File: config.mk
export PLATFORM = sky130hd
export DESIGN_NAME = ltc_cfg_sequencer
export DESIGN_NICKNAME = d
export VERILOG_FILES = /design/src/rtl/ltc_cfg_pkg.sv /design/src/rtl/ltc_spi_frame.sv /design/src/rtl/ltc_cfg_sequencer.sv
export SDC_FILE = /design/constraint.sdc
export NUM_CORES = 1
export LEC_CHECK = 0
export ABC_CLOCK_PERIOD_IN_PS = 2050
export BUFFER_PORTS_ARGS = -buffer_cell sky130_fd_sc_hd__buf_2
export CAP_MARGIN = 40
export CELL_PAD_IN_SITES_DETAIL_PLACEMENT = 2
export CELL_PAD_IN_SITES_GLOBAL_PLACEMENT = 2
export CORE_ASPECT_RATIO = 2
export CORE_MARGIN = 2
export CORE_UTILIZATION = 36
export CTS_CLUSTER_DIAMETER = 120
export DETAILED_ROUTE_END_ITERATION = 10
export MAX_ROUTING_LAYER = met4
export PLACE_DENSITY_LB_ADDON = 0.1
export SETUP_SLACK_MARGIN = 0.02
export SYNTH_ARGS = -nofsm -noshare
export SYNTH_HDL_FRONTEND = slang
export SYNTH_SLANG_ARGS = --single-unit
File: constraint.sdc
create_clock -name sys_clk -period 2.05 [get_ports sys_clk]
set_input_delay 0.41 -clock sys_clk [delete_from_list [all_inputs] [get_ports sys_clk]]
set_output_delay 0.41 -clock sys_clk [all_outputs]
set_load 0.02 [all_outputs]
File: src/rtl/ltc_cfg_pkg.sv
// Shared definitions for the LTC ADC configuration sequencer: state encoding,
// frame geometry and the register table programmed after power-up.
package ltc_cfg_pkg;

  localparam int FRAME_W   = 16;
  localparam int TABLE_LEN = 16;

  // IDLE wait | WRITE send entry | GAP_W cs hold | READ read back | GAP_R cs hold
  // CHECK compare | NEXT advance | DONE pass ok | ERROR pass aborted
  typedef enum logic [3:0] {
    IDLE,
    WRITE,
    GAP_W,
    READ,
    GAP_R,
    CHECK,
    NEXT,
    DONE,
    ERROR
  } seq_state_t;

  typedef struct packed {
    logic [6:0] addr;
    logic [7:0] data;
    logic       verify;
  } cfg_entry_t;

  // Entry 0 is the soft reset; it cannot be read back, so it is never verified.
  localparam cfg_entry_t [0:TABLE_LEN-1] CFG_TABLE = '{
    '{7'h00, 8'h80, 1'b0}, '{7'h01, 8'h00, 1'b1}, '{7'h02, 8'h00, 1'b1}, '{7'h03, 8'h00, 1'b1},
    '{7'h04, 8'h01, 1'b1}, '{7'h05, 8'h00, 1'b1}, '{7'h06, 8'h00, 1'b1}, '{7'h07, 8'h00, 1'b1},
    '{7'h08, 8'h00, 1'b1}, '{7'h09, 8'h00, 1'b1}, '{7'h0a, 8'h00, 1'b1}, '{7'h0b, 8'h00, 1'b1},
    '{7'h0c, 8'h00, 1'b1}, '{7'h0d, 8'h00, 1'b1}, '{7'h0e, 8'h00, 1'b1}, '{7'h0f, 8'h00, 1'b1}
  };

  function automatic logic [FRAME_W-1:0] make_frame(input logic rd, input cfg_entry_t e);
    return {rd, e.addr, (rd ? 8'h00 : e.data)};
  endfunction

endpackage

File: src/rtl/ltc_spi_frame.sv
// One SPI mode-0 frame per go pulse: sclk divider, 16-bit shifter and cs timing.
// ack pulses for one cycle after cs returns high; rx_byte holds the last 8 bits sampled.
module ltc_spi_frame
  import ltc_cfg_pkg::*;
#(
  parameter int CLK_DIV = 4
) (
  input  logic               sys_clk,
  input  logic               sys_rst_n,
  input  logic               go,
  input  logic [FRAME_W-1:0] tx_frame,
  input  logic               sdout,
  output logic               sdin,
  output logic               sclk,
  output logic               cs,
  output logic               ack,
  output logic [7:0]         rx_byte
);

  localparam logic [7:0] DIV_LOAD   = 8'(CLK_DIV - 1);
  localparam logic [5:0] SCLK_STEPS = 6'(2 * FRAME_W);
  localparam logic [5:0] END_STEP   = 6'(2 * FRAME_W + 1);

  logic               active;
  logic [7:0]         div_cnt;
  logic [5:0]         step;
  logic [FRAME_W-1:0] tx_shift;
  logic [7:0]         rx_shift;

  assign sdin    = tx_shift[FRAME_W-1];
  assign rx_byte = rx_shift;

  // Every CLK_DIV cycles one step fires: 32 sclk toggles, a trailing low half, then cs release.
  always_ff @(posedge sys_clk or negedge sys_rst_n) begin
    if (!sys_rst_n) begin
      active   <= 1'b0;
      div_cnt  <= '0;
      step     <= '0;
      tx_shift <= '0;
      rx_shift <= '0;
      cs       <= 1'b1;
      sclk     <= 1'b0;
      ack      <= 1'b0;
    end else begin
      ack <= 1'b0;
      if (!active) begin
        if (go) begin
          active   <= 1'b1;
          cs       <= 1'b0;
          tx_shift <= tx_frame;
          div_cnt  <= DIV_LOAD;
          step     <= '0;
        end
      end else if (div_cnt != '0) begin
        div_cnt <= div_cnt - 8'd1;
      end else begin
        div_cnt <= DIV_LOAD;
        step    <= step + 6'd1;
        if (step < SCLK_STEPS) begin
          if (!step[0]) begin
            sclk     <= 1'b1;
            rx_shift <= {rx_shift[6:0], sdout};
          end else begin
            sclk     <= 1'b0;
            tx_shift <= {tx_shift[FRAME_W-2:0], 1'b0};
          end
        end else if (step == END_STEP) begin
          cs     <= 1'b1;
          active <= 1'b0;
          ack    <= 1'b1;
        end
      end
    end
  end

endmodule

File: src/rtl/ltc_cfg_sequencer.sv
// Programs the ADC register table after start, verifying entries by readback
// with a bounded number of re-writes; reports done or the failing address.
module ltc_cfg_sequencer
  import ltc_cfg_pkg::*;
#(
  parameter int CLK_DIV   = 4,
  parameter int NUM_REGS  = 5,
  parameter int RETRY_MAX = 2
) (
  input  logic       sys_clk,
  input  logic       sys_rst_n,
  input  logic       start,
  input  logic       sdout,
  output logic       sdin,
  output logic       sclk,
  output logic       cs,
  output logic       busy,
  output logic       done,
  output logic       err,
  output logic [6:0] err_addr
);

  localparam logic [3:0] LAST_IDX  = 4'(NUM_REGS - 1);
  localparam logic [7:0] RETRY_LIM = 8'(RETRY_MAX);
  localparam logic [8:0] GAP_LOAD  = 9'(2 * CLK_DIV - 1);

  seq_state_t   state_q, state_d;
  logic [3:0]   index;
  logic [7:0]   retry;
  logic         launched;
  logic [8:0]   gap_cnt;
  logic         go;
  logic         ack;
  logic [7:0]   rx_byte;
  logic         match;
  cfg_entry_t   entry;
  logic [FRAME_W-1:0] tx_frame;

  assign entry    = CFG_TABLE[index];
  assign tx_frame = make_frame(state_q == READ, entry);
  assign match    = (rx_byte == entry.data);
  assign busy     = !(state_q inside {IDLE, DONE, ERROR});

  ltc_spi_frame #(.CLK_DIV(CLK_DIV)) u_frame (
    .sys_clk  (sys_clk),
    .sys_rst_n(sys_rst_n),
    .go       (go),
    .tx_frame (tx_frame),
    .sdout    (sdout),
    .sdin     (sdin),
    .sclk     (sclk),
    .cs       (cs),
    .ack      (ack),
    .rx_byte  (rx_byte)
  );

  always_comb begin
    state_d = state_q;
    go      = 1'b0;
    case (state_q)
      IDLE, DONE, ERROR: if (start) state_d = WRITE;
      WRITE: begin
        go = !launched;
        if (ack) state_d = GAP_W;
      end
      GAP_W: if (gap_cnt == '0) state_d = entry.verify ? READ : NEXT;
      READ: begin
        go = !launched;
        if (ack) state_d = GAP_R;
      end
      GAP_R: if (gap_cnt == '0) state_d = CHECK;
      CHECK: begin
        if (match)                  state_d = NEXT;
        else if (retry < RETRY_LIM) state_d = WRITE;
        else                        state_d = ERROR;
      end
      NEXT:    state_d = (index == LAST_IDX) ? DONE : WRITE;
      default: state_d = IDLE;
    endcase
  end

  always_ff @(posedge sys_clk or negedge sys_rst_n) begin
    if (!sys_rst_n) begin
      state_q  <= IDLE;
      index    <= '0;
      retry    <= '0;
      launched <= 1'b0;
      gap_cnt  <= '0;
      done     <= 1'b0;
      err      <= 1'b0;
      err_addr <= '0;
    end else begin
      state_q <= state_d;
      if (ack)     launched <= 1'b0;
      else if (go) launched <= 1'b1;
      if (ack)                gap_cnt <= GAP_LOAD;
      else if (gap_cnt != '0) gap_cnt <= gap_cnt - 9'd1;
      case (state_q)
        IDLE, DONE, ERROR: begin
          if (start) begin
            done  <= 1'b0;
            err   <= 1'b0;
            index <= '0;
            retry <= '0;
          end
        end
        CHECK: begin
          if (!match) begin
            if (retry < RETRY_LIM) begin
              retry <= retry + 8'd1;
            end else begin
              err_addr <= entry.addr;
              err      <= 1'b1;
            end
          end
        end
        NEXT: begin
          retry <= '0;
          if (index == LAST_IDX) done  <= 1'b1;
          else                   index <= index + 4'd1;
        end
        default: ;
      endcase
    end
  end

endmodule

## Yosys cells after proc, flatten, opt, wreduce, memory -nomap -nowiden

Memory sizes are Yosys's and may differ from the RTL's.
Index checks and enable logic that the tools add are counted.

| storage, ports and cells | value |
|---|---|
| bits in writable memories | 0 |
| bits in read-only memories | 256 |
| flip-flop bits (word level) | 77 |
| memories | 1 |
| bits in latches | 0 |

Memories:

| memory | depth | width | read ports | clocked after memory_dff | wr ports | RTL line | text |
|---|---|---|---|---|---|---|---|
| (no name shown) | 16 | 16 | 1 | 0 | 0 | ltc_cfg_sequencer.sv:39 | `assign entry = CFG_TABLE[index];` |

| cells by class | value |
|---|---|
| magnitude comparators | 3 |
| shift-type cells | 0 |
| reduce and logical (&&, ||, !) cells | 26 |
| equal/unequal tests | 26 |
| bitwise operators | 5 |
| divide/modulo/power cells | 0 |
| $add $sub $neg | 5 |
| mux-type cells | 57 |
| multipliers | 0 |

Operator list:

| cell | number |
|---|---|
| 16-bit 2-to-1 mux | 7 |
| 8-bit 2-to-1 mux | 7 |
| 4-bit 2-to-1 mux | 9 |
| 2-bit != test (second input constant) | 14 |
| 4-bit case mux with 7 select lines | 1 |
| 8-bit case mux with 3 select lines | 1 |
| 1-bit 2-to-1 mux | 22 |
| 4-bit by 3-bit equality test with 1-bit output (second input constant) | 5 |
| 4-bit AND reduction | 5 |
| 6-bit 2-to-1 mux | 3 |
| 9-bit 2-to-1 mux | 2 |
| 3-bit AND reduction | 4 |
| 2-bit nonzero test | 5 |
| 9-bit logical NOT | 1 |
| 9-bit nonzero test | 1 |
| 9-bit by 1-bit subtractor with 9-bit output (second input constant) | 1 |
| 8-bit by 1-bit adder with 8-bit output (second input constant) | 1 |
| 4-bit by 2-bit equality test with 1-bit output (second input constant) | 2 |
| 8-bit equality test | 1 |
| 8-bit by 2-bit less-than comparator with 1-bit output (second input constant) | 1 |
| 4-bit case mux with 2 select lines | 1 |
| 8-bit nonzero test | 1 |
| 8-bit by 1-bit subtractor with 8-bit output (second input constant) | 1 |
| 6-bit by 1-bit adder with 6-bit output (second input constant) | 1 |
| other kinds (18) | 25 |

## Depth between registers and ports, before layout

Gate-level depths: netlist (run 1).

| depth | value |
|---|---|
| depth in word-level cells | 7 |
| depth in mapped cells | 9 |
| mapped depth without buffers | 7 |

## By module

A second synthesis (run 1) with hierarchy kept.

| unflattened totals | value |
|---|---|
| cells, all modules | 350 |
| area, all modules | 3,948.8 µm² |

Modules (own cells, without submodules):

| module | area each (µm²) | seq. area each (µm²) | cells each | instances |
|---|---|---|---|---|
| ltc_spi_frame | 2,135.8 | 1,052.3 | 166 | 1 |
| ltc_cfg_sequencer | 1,813.0 | 800.8 | 184 | 1 |

## Least setup slack after synthesis (run 1)

Ideal clock, no wire load.

| timing | value |
|---|---|
| kind | reg2reg |
| start point | reg u_frame.div_cnt[0] |
| end point | reg u_frame.rx_shift[0] (netlist: u_frame.rx_byte[0]) |
| data arrival time | 2,139 ps |
| path slack | -213 ps |
| period minus slack after synthesis | 2,263 ps |
| cell stages (with the launch flop) | 8 |
| buffers on the path | 1 |
| cells stage by stage | dfrtp_1 inv_1 ha_1 or3b_2 or3_4 buf_6 nor3_4 mux2_2 |

| between the ends | value |
|---|---|
| longest elaborated chain between the ends | 3 |

RTL lines:

| what | RTL line | text |
|---|---|---|
| start: declaration | ltc_spi_frame.sv:25 | `logic [7:0] div_cnt;` |
| start signal: assignment | ltc_spi_frame.sv:55 | `div_cnt <= div_cnt - 8'd1;` |
| 8-bit nonzero test | ltc_spi_frame.sv:54 | `end else if (div_cnt != '0) begin` |
| 1-bit inverter (no source line) | n/a |  |
| 4-bit AND reduction (no source line) | n/a |  |
| end signal: assignment | ltc_spi_frame.sv:62 | `rx_shift <= {rx_shift[6:0], sdout};` |
| end: declaration | ltc_spi_frame.sv:28 | `logic [7:0] rx_shift;` |

Every way passes these cells.
A chain may end at the register's enable or synchronous reset.

## Worst setup path in the final report (run 1)

| timing | value |
|---|---|
| start point | reg u_frame.div_cnt[7] |
| end point | reg u_frame.tx_shift[9] |

| between the ends | value |
|---|---|
| longest elaborated chain between the ends | 3 |

RTL lines:

| what | RTL line | text |
|---|---|---|
| 8-bit nonzero test | ltc_spi_frame.sv:54 |  |
| 2-bit != test (no source line) | n/a |  |
| 4-bit AND reduction (no source line) | n/a |  |
| end signal: assignment | ltc_spi_frame.sv:50 | `tx_shift <= tx_frame;` |
| end signal: assignment | ltc_spi_frame.sv:65 | `tx_shift <= {tx_shift[FRAME_W-2:0], 1'b0};` |
| end: declaration | ltc_spi_frame.sv:27 | `logic [FRAME_W-1:0] tx_shift;` |

Every way passes these cells.

==> metrics.md, run 1 <==
| Metric | Value |
|---|---|
| Status | finished, violations left |
| Failing checks | negative hold slack, negative setup slack |
| Post-synthesis register bit count | 74 |
| Nets | about 440 |
| Seq/Total Area, Yosys | 0.508 |
| Antenna diodes | 0 |
| Cells after Synth | about 370 |
| Clk_skew | just under 0.008 ns |
| Via density | about 5.3 |
| Clk buf depth | 2 |
| DRC viols | 0 |
| Final Wtd Congestion | roughly 0.78 |
| Leakage | about 2.2 nW |
| Crit-path max FO | 10 |
| Layout cell share with drive strength beyond 1 | 0.261 |
| Pin count of the biggest net entering global routing | 31 |
| First-pass GRT wire length | ~17 mm |
| First drt pass iteration count | 4 |
| Startpoint Class | register |
| Fillers | 1088 |
| Clock sinks | 74 |
| EDFF count, synth | 0 |
| Area grow syn2layout | 29.8% |
| Total track usage | 0.217 |
| Power Density | 1050 nW/um^2 |
| H-Tree Depth | 3 |
| WL met3 | around 120 um |
| CP arrival | approximately 2.4 ns |
| Final worst path period share | 1.09 |
| Cell Area, Synth | 3650 um^2 |
| Die W | roughly 75 um |
| Setup crit end kind | register |
| Setup WS post-layout | -0.177 ns |
| Peak VDD IR | roughly 0.51 mV |
| Unrepaired setup endpoints after global routing | true |
| Period minus WS final | roughly 2.2 ns |
| Power after layout | 0.00496 W |
| CP Class | register to register |
| Post-DP HPWL | ~7.5 mm |
| Wl on met1 | 4.07 mm |
| Least-Margin Pin Slew | 0.712 ns |
| Worst-Skew Late Latency | approximately 0.34 ns |
| CTS Root Cell | clkbuf_16 |
| GR Overflow Total | 0 |
| Num CTS Buffers | 9 |
| FMAX | 0.449 GHz |
| Total Die Area | about 11000 um^2 |
| Slew headroom | 0.524 |
| WL met2 | between 6 and 7 mm |
| DR top layer | met4 |
| MaxCap Viol Count | 0 |
| Final ANT Viol Nets | 0 |
| Pre-CTS setup slack | -0.118 ns |
| Row count | 52 |
| Initial antenna violation count | 0 |
| Number of global-route vias before repair | 3382 |
| Initial core utilization | 0.364 |
| Post-Route Utilization | 0.472 |
| Core area | 10000 um^2 |
| Total number of vias | 3013 |
| Ys Warns | 0 |
| Final hold slack | -0.00647 ns |
| Post-CTS Hold Buffers | 0 |
| Syn_area_per_cell | roughly 9.9 um^2 |
| Library cells used by synthesis | just under 60 |
| I/O pin count | 17 |
| Die Span Y | ~150 um |
| Drt initial violations | 86 |
| Max Transition Viols Final | 0 |
| CTS tree | yes |
| Ys flop type | dfrtp_1 |
| Routed len/inst | between 15 and 20 um |
| Hold Crit Class | input pin to asynchronous set/reset pin |
| Hold Fails Final Rpt | 5 |
| Final setup vio count | 30 |
| IO buf count | 13 |
| WL final | between 10 and 15 mm |
| Clock slew at reported path FFs | 0.06 ns |
| Async SR Flop Fraction | 1.00 |
| Worst EP required | about 2.3 ns |
[Yosys cell counts, types with 5 or more instances]
master    count  area share
dfrtp_1      73        0.50
mux2i_1       6       0.016
nand2b_1      8       0.014
inv_1        15       0.015
nand3_1       7      0.0096
nand2_1      46       0.047
nor2b_1       6       0.010
clkbuf_1      9      0.0093
xnor2_1       8       0.019
or3_1         5      0.0086
ha_1          8       0.027
mux2_2       13       0.040
a21oi_1      15       0.021
o21ai_0      34       0.047
nor2_1       29       0.030
nor3_1        7      0.0096
and2_1        6       0.010
o21ai_1       6      0.0082
[repair_timing]
item / in CTS / in global routing
gates resized for setup: 32 / 18
buffers inserted: 3 / 6
cloned: 3 / 0
endpoints found under the setup margin: 34 / 35
pin swaps: 1 / 2
[sequential cells by signal, summed over array words and instances, names as in the netlist, 4 cells and up]
name              cells
index                 4
u_frame.tx_shift     16
u_frame.step          6
gap_cnt               9
u_frame.rx_byte       8
retry                 8
err_addr              4
u_frame.div_cnt       8
state_q               4
[cells in the final DEF, fill, tap and decap left out, types with 3 or more instances in the layout]
master,instances
mux2_2,5
xnor2_1,8
or4_1,3
a21oi_1,15
nand2_1,46
conb_1,3
buf_6,7
and2_1,6
mux2i_1,6
a31oi_1,3
o21ai_0,21
dfrtp_1,72
nor3b_1,3
inv_1,13
ha_1,7
o31ai_1,4
nand3_1,6
or3_1,5
bufinv_16,3
a22oi_1,4
buf_12,3
mux2_4,9
buf_2,11
nand2b_1,8
o21ai_1,19
clkbuf_16,9
nor3_1,6
a21o_1,3
buf_4,42
nor4_1,3
nor2b_1,4
nor2_1,28
[worst max-delay path, cell delays in order, from the launching register on]
cell and delay (ns):
dfrtp_1 0.40, or4_1 0.57, or3_4 0.44, o31a_1 0.34, buf_6 0.18, nand2_1 0.07, o21ai_1 0.10
[per-layer routing]
layer / global-route usage / vias up
met5: - / -
met4: 0.0605 / 0
met3: 0.0393 / 14
met2: 0.392 / 24
met1: 0.233 / 1566
li1: - / 1409
[power breakdown]
group / internal [W] / switching (W)
registers: 0.00165 / 0.000192
logic: 0.000595 / 0.000630
clock network: 0.00126 / 0.000632
[worst paths after layout]
path	slack [ns]	cells after the start	to	start
worst max-delay path	-0.18	6	u_frame.tx_shift[9]	u_frame.div_cnt[7]
worst min-delay path	-0.006	1	gap_cnt[0]	sys_rst_n
max in group asynchronous	1.40	2	u_frame.cs	sys_rst_n
min in group sys_clk	0.31	2	u_frame.rx_byte[0]	sdout
worst min register to register	0.50	2	u_frame.tx_shift[5]	u_frame.tx_shift[4]
worst max register to register	-0.18	6	u_frame.tx_shift[9]	u_frame.div_cnt[7]
[per-stage QoR]
step / instances / hold slack (ns) / cell area, um^2 / setup TNS [ns]
after floorplan: 371 / 0.114 / 3670 / -1.43
after global placement: 544 / 0.369 / 4150 / -0.317
after detailed placement: 544 / 0.363 / 4150 / -1.64
after CTS: 566 / 0.00184 / 4630 / -1.13
after global routing: 571 / 0.0130 / 4730 / -4.46
final: 571 / -0.00647 / 4730 / -3.18
[area by class of cell]
class,count,area [um^2],area share
sequential,74,1850,0.392
clock buffer,12,256,0.0542
timing repair buffer,64,524,0.111
multi-input combinational,267,1780,0.375
tap,135,169,0.0357
inverter,15,56.3,0.0119
clock inverter,4,97.6,0.0206
[cell families after synthesis]
logic type | synth area share
and+or+nand+nor | 0.206
AOI/OAI and AO/OA | 0.137
DFF | 0.508
buffers and inverters | 0.0367
muxes | 0.0597
xor gates and xnor gates | 0.0240
adders and majority gates | 0.0275
other | 0.00103
Power figures use the tool's default switching activity.
==> run 2: changes to the inputs <==
--- a/config.mk
+++ b/config.mk
@@ -16,7 +16,7 @@
 export CTS_CLUSTER_DIAMETER = 120
 export DETAILED_ROUTE_END_ITERATION = 10
 export MAX_ROUTING_LAYER = met4
-export PLACE_DENSITY_LB_ADDON = 0.1
+export PLACE_DENSITY_LB_ADDON = 0.12
 export SETUP_SLACK_MARGIN = 0.02
 export SYNTH_ARGS = -nofsm -noshare
 export SYNTH_HDL_FRONTEND = slang
==> run 2 against run 1 <==
Net effect:
- the flow finishes with violations (negative setup slack)
- highest routed layer unchanged
- sequential power is essentially flat
- cell area grew 2.4%
- fmax is 1.6% higher
- global-route usage grew 1.0 points
- largest cell class is now multi-input combinational cells
- critical path depth grew 4
==> metrics.md, run 2 (synthesis results as in run 1) <==
| Metric | Value |
|---|---|
| Final ANT Viol Nets | 0 (unchanged) |
| Clock sinks | 74 (unchanged) |
| Max Transition Viols Final | 0 (unchanged) |
| Power Density | 1030 nW/um^2 (-1.8%) |
| Final hold slack | 0.0166 ns (+0.0231 ns) |
| Worst-Skew Late Latency | 0.34 ns (about the same) |
| CP top delay family | simple AND/OR/NAND/NOR gates |
| Status | finished, violations left |
| WL final | 11.4 mm (+5.6%) |
| Die Span Y | 146 um (unchanged) |
| Worst EP required | 2.31 ns (+0.05 ns) |
| Total number of vias | 3043 (+1.0%) |
| DRC viols | 0 (unchanged) |
| Antenna diodes | 0 (unchanged) |
| Via density | 5.29 (+0.29%) |
| Most common cell after layout, fill and taps aside | dfrtp_1 |
| Total track usage | 0.227 (+0.00998) |
| MaxCap Viol Count | 0 (unchanged) |
| Nets | 448 (+1.1%) |
| DR top layer | met4 |
| CP arrival | 2.45 ns (+0.02 ns) |
| Largest regs | u_frame.tx_shift: 16 flops, gap_cnt: 9 flops |
| Setup TNS | -2.22 ns (+0.961 ns) |
| Most frequent cells in the layout | dfrtp_1, buf_4, nand2_1, nor2_1, o21ai_0 |
| Clk buf depth | 2 (unchanged) |
| Worst-path cell chain | inv_2, ha_4, or3b_4, or3_4, buf_6, nor3_4, buf_6, buf_8, nand2_2, o21ai_2 |
| Slowest cell on the critical path | or3_4 |
| GR Overflow Total | 0 (unchanged) |
| Storage element area | 1860 um^2 (about the same) |
| Core area | 10000 um^2 (unchanged) |
| Fillers | 1071 (-1.6%) |
| Layout cell share with drive strength beyond 1 | 0.325 (+0.0635) |
| Final Wtd Congestion | 0.773 (-0.49%) |
| H-Tree Depth | 3 (unchanged) |
| Unrepaired setup endpoints after global routing | true |
| Pin count of the biggest net entering global routing | 35 (+13%) |
| Power after layout | 0.00499 W (+0.59%) |
| Design Area, Final | 4850 um^2 (+2.4%) |
| Crit-path max FO | 5 (-5) |
| Number of flip-flops in the largest register | 16 (unchanged) |
| Final worst path period share | 1.07 (-0.0172) |
| Least-Margin Pin Slew | 0.598 ns (-0.113 ns) |
| Die W | 75.2 um (unchanged) |
| WL met2 | 7.03 mm (+10%) |
| Clk_skew | 0.00977 ns (+0.00197 ns) |
| CTS Root Cell | clkbuf_16 |
| Num CTS Buffers | 9 (unchanged) |
| First drt pass iteration count | 4 (unchanged) |
| Total Die Area | 11000 um^2 (unchanged) |
| Initial antenna violation count | 0 (unchanged) |
| CTS tree | yes |
| Row count | 52 (unchanged) |
| Buf/Inv on CP | 4 (+3) |
| Hold Fails Final Rpt | 0 (-5) |
| Drt initial violations | 80 (-7.0%) |
| Post-CTS Hold Buffers | 0 (unchanged) |
| Wl on met1 | 4.00 mm (-1.7%) |
| Multi-input gate area | 1880 um^2 (+6.1%) |
| First-pass GRT wire length | 18.1 mm (+4.0%) |
| Slew headroom | 0.598 (+0.0740) |
| Initial core utilization | 0.364 (unchanged) |
| Largest stage delay, worst path | 0.41 ns (-0.16 ns) |
| CP Class | register to register |
| Clock slew at reported path FFs | 0.06 ns (about the same) |
| Number of global-route vias before repair | 3487 (+3.1%) |
| Peak VDD IR | 0.712 mV (+38%) |
| Post-DP HPWL | 7.67 mm (+2.9%) |
| Pre-CTS setup slack | -0.121 ns (-0.00311 ns) |
| Final setup vio count | 26 (-13%) |
| Leakage | 2.34 nW (+3.9%) |
| I/O pin count | 17 (unchanged) |
| WL met3 | 138 um (+14%) |
| IO buf count | 13 (unchanged) |
| Setup WS post-layout | -0.141 ns (+0.0353 ns) |
| Cell mode on critical path | buf_6 |
| Hold Crit Class | input pin to asynchronous set/reset pin |
| Setup crit end kind | register |
| Failing checks | negative setup slack |
| Routed len/inst | 19.8 um (+4.9%) |
| Most flops, register | u_frame.tx_shift |
| Area post-placement | 4150 um^2 (about the same) |
| Area grow syn2layout | 32.9% |
| Period minus WS final | 2.19 ns (-0.0353 ns) |
| Startpoint Class | register |
| FMAX | 0.456 GHz (+1.6%) |
-- run 2: cell count changes in the layout (fill, tap and decap cells not counted), sizes merged --
cell / delta
clkbuf: -2
buf: +5
clkinv: +1
-- run 2: path summary, 6_finish.rpt --
path                                           from              endpoint  slack [ns]  depth (start not counted)
max in group asynchronous                 sys_rst_n            u_frame.cs        1.33                          2
worst min register to register  u_frame.tx_shift[3]   u_frame.tx_shift[4]        0.50                          2
worst min-delay path                      sys_rst_n            gap_cnt[2]        0.02                          1
worst max register to register   u_frame.div_cnt[1]  u_frame.tx_shift[13]       -0.14                         10
min in group sys_clk                          sdout    u_frame.rx_byte[0]        0.31                          2
worst max-delay path             u_frame.div_cnt[1]  u_frame.tx_shift[13]       -0.14                         10
-- run 2: routing by layer --
| metal | track usage | up-vias |
|---|---|---|
| met5 | - | - |
| met1 | 0.234 | 1582 |
| met2 | 0.415 | 21 |
| li1 | - | 1422 |
| met4 | 0.0746 | 0 |
| met3 | 0.0393 | 18 |
-- run 2: what timing repair did --
item,4_1_cts,5_1_grt
gates resized for setup,33,48
pin swaps,6,10
cloned,2,1
setup buffers,4,7
setup endpoints to repair,35,42
-- run 2: layout make-up --
class	count	area share
clock buffer	10	0.0493
clock inverter	5	0.0212
inverter	15	0.0116
timing repair buffer	69	0.112
tap	135	0.0348
sequential	74	0.383
multi-input combinational	267	0.388
-- run 2: per-stage QoR --
stage	instances	utilization
CTS	567	0.461
global route	575	0.484
finish	575	0.484
floorplan	371	-
global placement	546	0.414
detailed placement	546	0.414
-- run 2: where the power goes --
group / switching, W / internal (W) / leakage (nW) / total, W
Clock: 0.000619 / 0.00121 / 0.165 / 0.00183
Combinational: 0.000658 / 0.000640 / 1.17 / 0.00130
Sequential: 0.000205 / 0.00165 / 0.997 / 0.00186
Total: 0.00148 / 0.00350 / 2.34 / 0.00499
==> run 3: changes to the inputs <==
--- a/config.mk
+++ b/config.mk
@@ -7,7 +7,7 @@
 export LEC_CHECK = 0
 export ABC_CLOCK_PERIOD_IN_PS = 2050
 export BUFFER_PORTS_ARGS = -buffer_cell sky130_fd_sc_hd__buf_2
-export CAP_MARGIN = 40
+export CAP_MARGIN = 20
 export CELL_PAD_IN_SITES_DETAIL_PLACEMENT = 2
 export CELL_PAD_IN_SITES_GLOBAL_PLACEMENT = 2
 export CORE_ASPECT_RATIO = 2
@@ -17,7 +17,6 @@
 export DETAILED_ROUTE_END_ITERATION = 10
 export MAX_ROUTING_LAYER = met4
 export PLACE_DENSITY_LB_ADDON = 0.12
-export SETUP_SLACK_MARGIN = 0.02
 export SYNTH_ARGS = -nofsm -noshare
 export SYNTH_HDL_FRONTEND = slang
 export SYNTH_SLANG_ARGS = --single-unit
==> run 3 against run 2 <==
Net effect:
- the flow still finishes with violations (negative setup slack)
- final cell count increased by 0.70%
- sequential share of layout area increased by 0.92 points
- first-iteration DRC count increased by 21%
- critical path depth decreased by 3
- cell area decreased by 2.5%
- routed wire length increased by 1.9%
- sequential power about the same
- setup slack got worse by 0.073 ns
- critical path type unchanged
- largest cell class is now sequential cells
==> metrics.md, run 3 (synthesis results as in run 1) <==
| Metric | Value |
|---|---|
| Most frequent cells in the layout | dfrtp_1, buf_4, nand2_1, nor2_1, o21ai_0 |
| Power Density | 1060 nW/um^2 (+3.3%) |
| Pin count of the biggest net entering global routing | 36 (+2.9%) |
| Final setup vio count | 32 (+23%) |
| First-pass GRT wire length | 18.4 mm (+1.6%) |
| MaxCap Viol Count | 0 (unchanged) |
| Largest regs | u_frame.tx_shift: 16 flops, gap_cnt: 9 flops |
| Die Span Y | 146 um (unchanged) |
| Clk buf depth | 2 (unchanged) |
| Setup WS post-layout | -0.215 ns (-0.0734 ns) |
| Post-CTS Hold Buffers | 0 (unchanged) |
| Worst-Skew Late Latency | 0.34 ns (about the same) |
| Setup crit end kind | register |
| Post-Route Utilization | 0.472 (-0.0120) |
| Number of global-route vias before repair | 3474 (-0.37%) |
| Final ANT Viol Nets | 0 (unchanged) |
| Nets | 451 (+0.67%) |
| Status | finished, violations left |
| R2r setup slk | -0.21 ns (-0.07 ns) |
| Failing checks | negative setup slack |
| Routed len/inst | 20.1 um (+1.2%) |
| Leakage | 2.26 nW (-3.3%) |
| GR Overflow Total | 0 (unchanged) |
| Least-Margin Pin Slew | 0.570 ns (-0.0286 ns) |
| Initial core utilization | 0.364 (unchanged) |
| I/O pin count | 17 (unchanged) |
| Most flops, register | u_frame.tx_shift |
| Final Wtd Congestion | 0.772 (-0.12%) |
| DRC viols | 0 (unchanged) |
| CTS Root Cell | clkbuf_16 |
| CP arrival | 2.49 ns (+0.04 ns) |
| RR Endpoint | u_frame.tx_shift[0] |
| Period minus WS final | 2.26 ns (+0.0734 ns) |
| Most common cell after layout, fill and taps aside | dfrtp_1 |
| Area grow syn2layout | 29.6% |
| WL final | 11.6 mm (+1.9%) |
| Drt initial violations | 97 (+21%) |
| Via density | 5.28 (-0.27%) |
| Fillers | 1102 (+2.9%) |
| H-Tree Depth | 3 (unchanged) |
| Clock slew at reported path FFs | 0.06 ns (about the same) |
| FF-to-FF path depth | 7 (-3) |
| CP Class | register to register |
| CTS tree | yes |
| IO buf count | 13 (unchanged) |
| Core area | 10000 um^2 (unchanged) |
| Number of flip-flops in the largest register | 16 (unchanged) |
| Crit-path max FO | 5 (unchanged) |
| Post-DP HPWL | 7.84 mm (+2.2%) |
| Final worst path period share | 1.10 (+0.0358) |
| Area post-placement | 4190 um^2 (+0.90%) |
| First drt pass iteration count | 4 (unchanged) |
| Worst EP required | 2.27 ns (-0.04 ns) |
| Design Area, Final | 4730 um^2 (-2.5%) |
| Initial antenna violation count | 0 (unchanged) |
| Total Die Area | 11000 um^2 (unchanged) |
| Row count | 52 (unchanged) |
| Max Transition Viols Final | 0 (unchanged) |
| Antenna diodes | 0 (unchanged) |
| Clock sinks | 74 (unchanged) |
| FMAX | 0.442 GHz (-3.2%) |
| Die W | 75.2 um (unchanged) |
| Total track usage | 0.230 (+0.00367) |
| Unrepaired setup endpoints after global routing | true |
| Layout cell share with drive strength beyond 1 | 0.288 (-0.0367) |
| Num CTS Buffers | 9 (unchanged) |
| Total number of vias | 3056 (+0.43%) |
| Hold Fails Final Rpt | 0 (unchanged) |
| Startpoint Class | register |
| Final hold slack | 0.0186 ns (+0.00199 ns) |
| Clk_skew | 0.00729 ns (-0.00249 ns) |
| Hold Crit Class | input pin to asynchronous set/reset pin |
| Slew headroom | 0.619 (+0.0210) |
| Peak VDD IR | 0.624 mV (-12%) |
| R2r startpoint | u_frame.div_cnt[1] |
==> run 3: cell types whose count changed in the layout (fill, tap and decap cells not counted), sizes merged <==
cell | before | now
clkinv | 1 | 2
buf | 69 | 72
clkbuf | 10 | 12
bufinv | 3 | 2
clkinvlp | 1 | 0
==> run 3: worst max path at each step <==
stage / start / cells past startpoint / slack, ns / to
6_report: u_frame.div_cnt[1] / 7 / -0.21 / u_frame.tx_shift[0]
2_1_floorplan: u_frame.div_cnt[7] / 5 / -0.15 / u_frame.rx_byte[0]
3_3_place_gp: u_frame.div_cnt[7] / 6 / -0.04 / u_frame.active
4_1_cts: u_frame.div_cnt[1] / 6 / -0.11 / u_frame.tx_shift[15]
5_1_grt: u_frame.div_cnt[1] / 7 / -0.26 / u_frame.tx_shift[0]
3_5_place_dp: u_frame.div_cnt[7] / 4 / -0.09 / u_frame.tx_shift[15]
==> run 3: cell type report <==
cell class / instances / area, um^2 / share of cell area
sequential: 74 / 1850 / 0.392
multi-input combinational: 267 / 1780 / 0.376
timing repair buffer: 72 / 543 / 0.115
clock buffer: 12 / 256 / 0.0543
tap: 135 / 169 / 0.0357
clock inverter: 4 / 73.8 / 0.0156
inverter: 15 / 56.3 / 0.0119
==> run 3: timing repair <==
item	CTS	global route
gates resized for setup	14	22
endpoints found under the setup margin	25	27
cloned	0	0
pin swaps	1	1
setup buffers	4	9
hold endpoints to repair	0	0
==> run 3: metal layers <==
metal | wire length (um) | share of wire | vias to the layer above | GRT usage
li1 | - | - | 1425 | -
met1 | 4230 | 0.36 | 1579 | 0.237
met2 | 6850 | 0.59 | 29 | 0.423
met3 | 140 | 0.012 | 23 | 0.0345
met4 | 401 | 0.035 | 0 | 0.0807
met5 | 0 | 0 | - | -
==> run 3: stage by stage <==
stage / worst slack, ns / total power [W] / TNS [ns] / cells
after floorplan: -0.153 / 0.00246 / -1.36 / 371
after global placement: -0.0364 / 0.00290 / -0.241 / 550
after detailed placement: -0.0895 / 0.00297 / -0.988 / 550
after CTS: -0.109 / 0.00488 / -0.818 / 570
after global routing: -0.263 / 0.00527 / -5.44 / 579
final: -0.215 / 0.00502 / -3.29 / 579
==> run 3: power by group <==
part | switching, W | total (W) | internal (W)
Combinational | 0.000730 | 0.00142 | 0.000690
Clock | 0.000635 | 0.00177 | 0.00113
Sequential | 0.000185 | 0.00183 | 0.00165
Total | 0.00155 | 0.00502 | 0.00347
==> run 3: worst max-delay path, stage by stage, from the launching register on <==
cell and delay, ns:
dfrtp_1 0.41, inv_2 0.10, ha_4 0.15, or3b_4 0.39, or3_4 0.38, o31a_1 0.37
buf_4 0.18, a21o_1 0.17
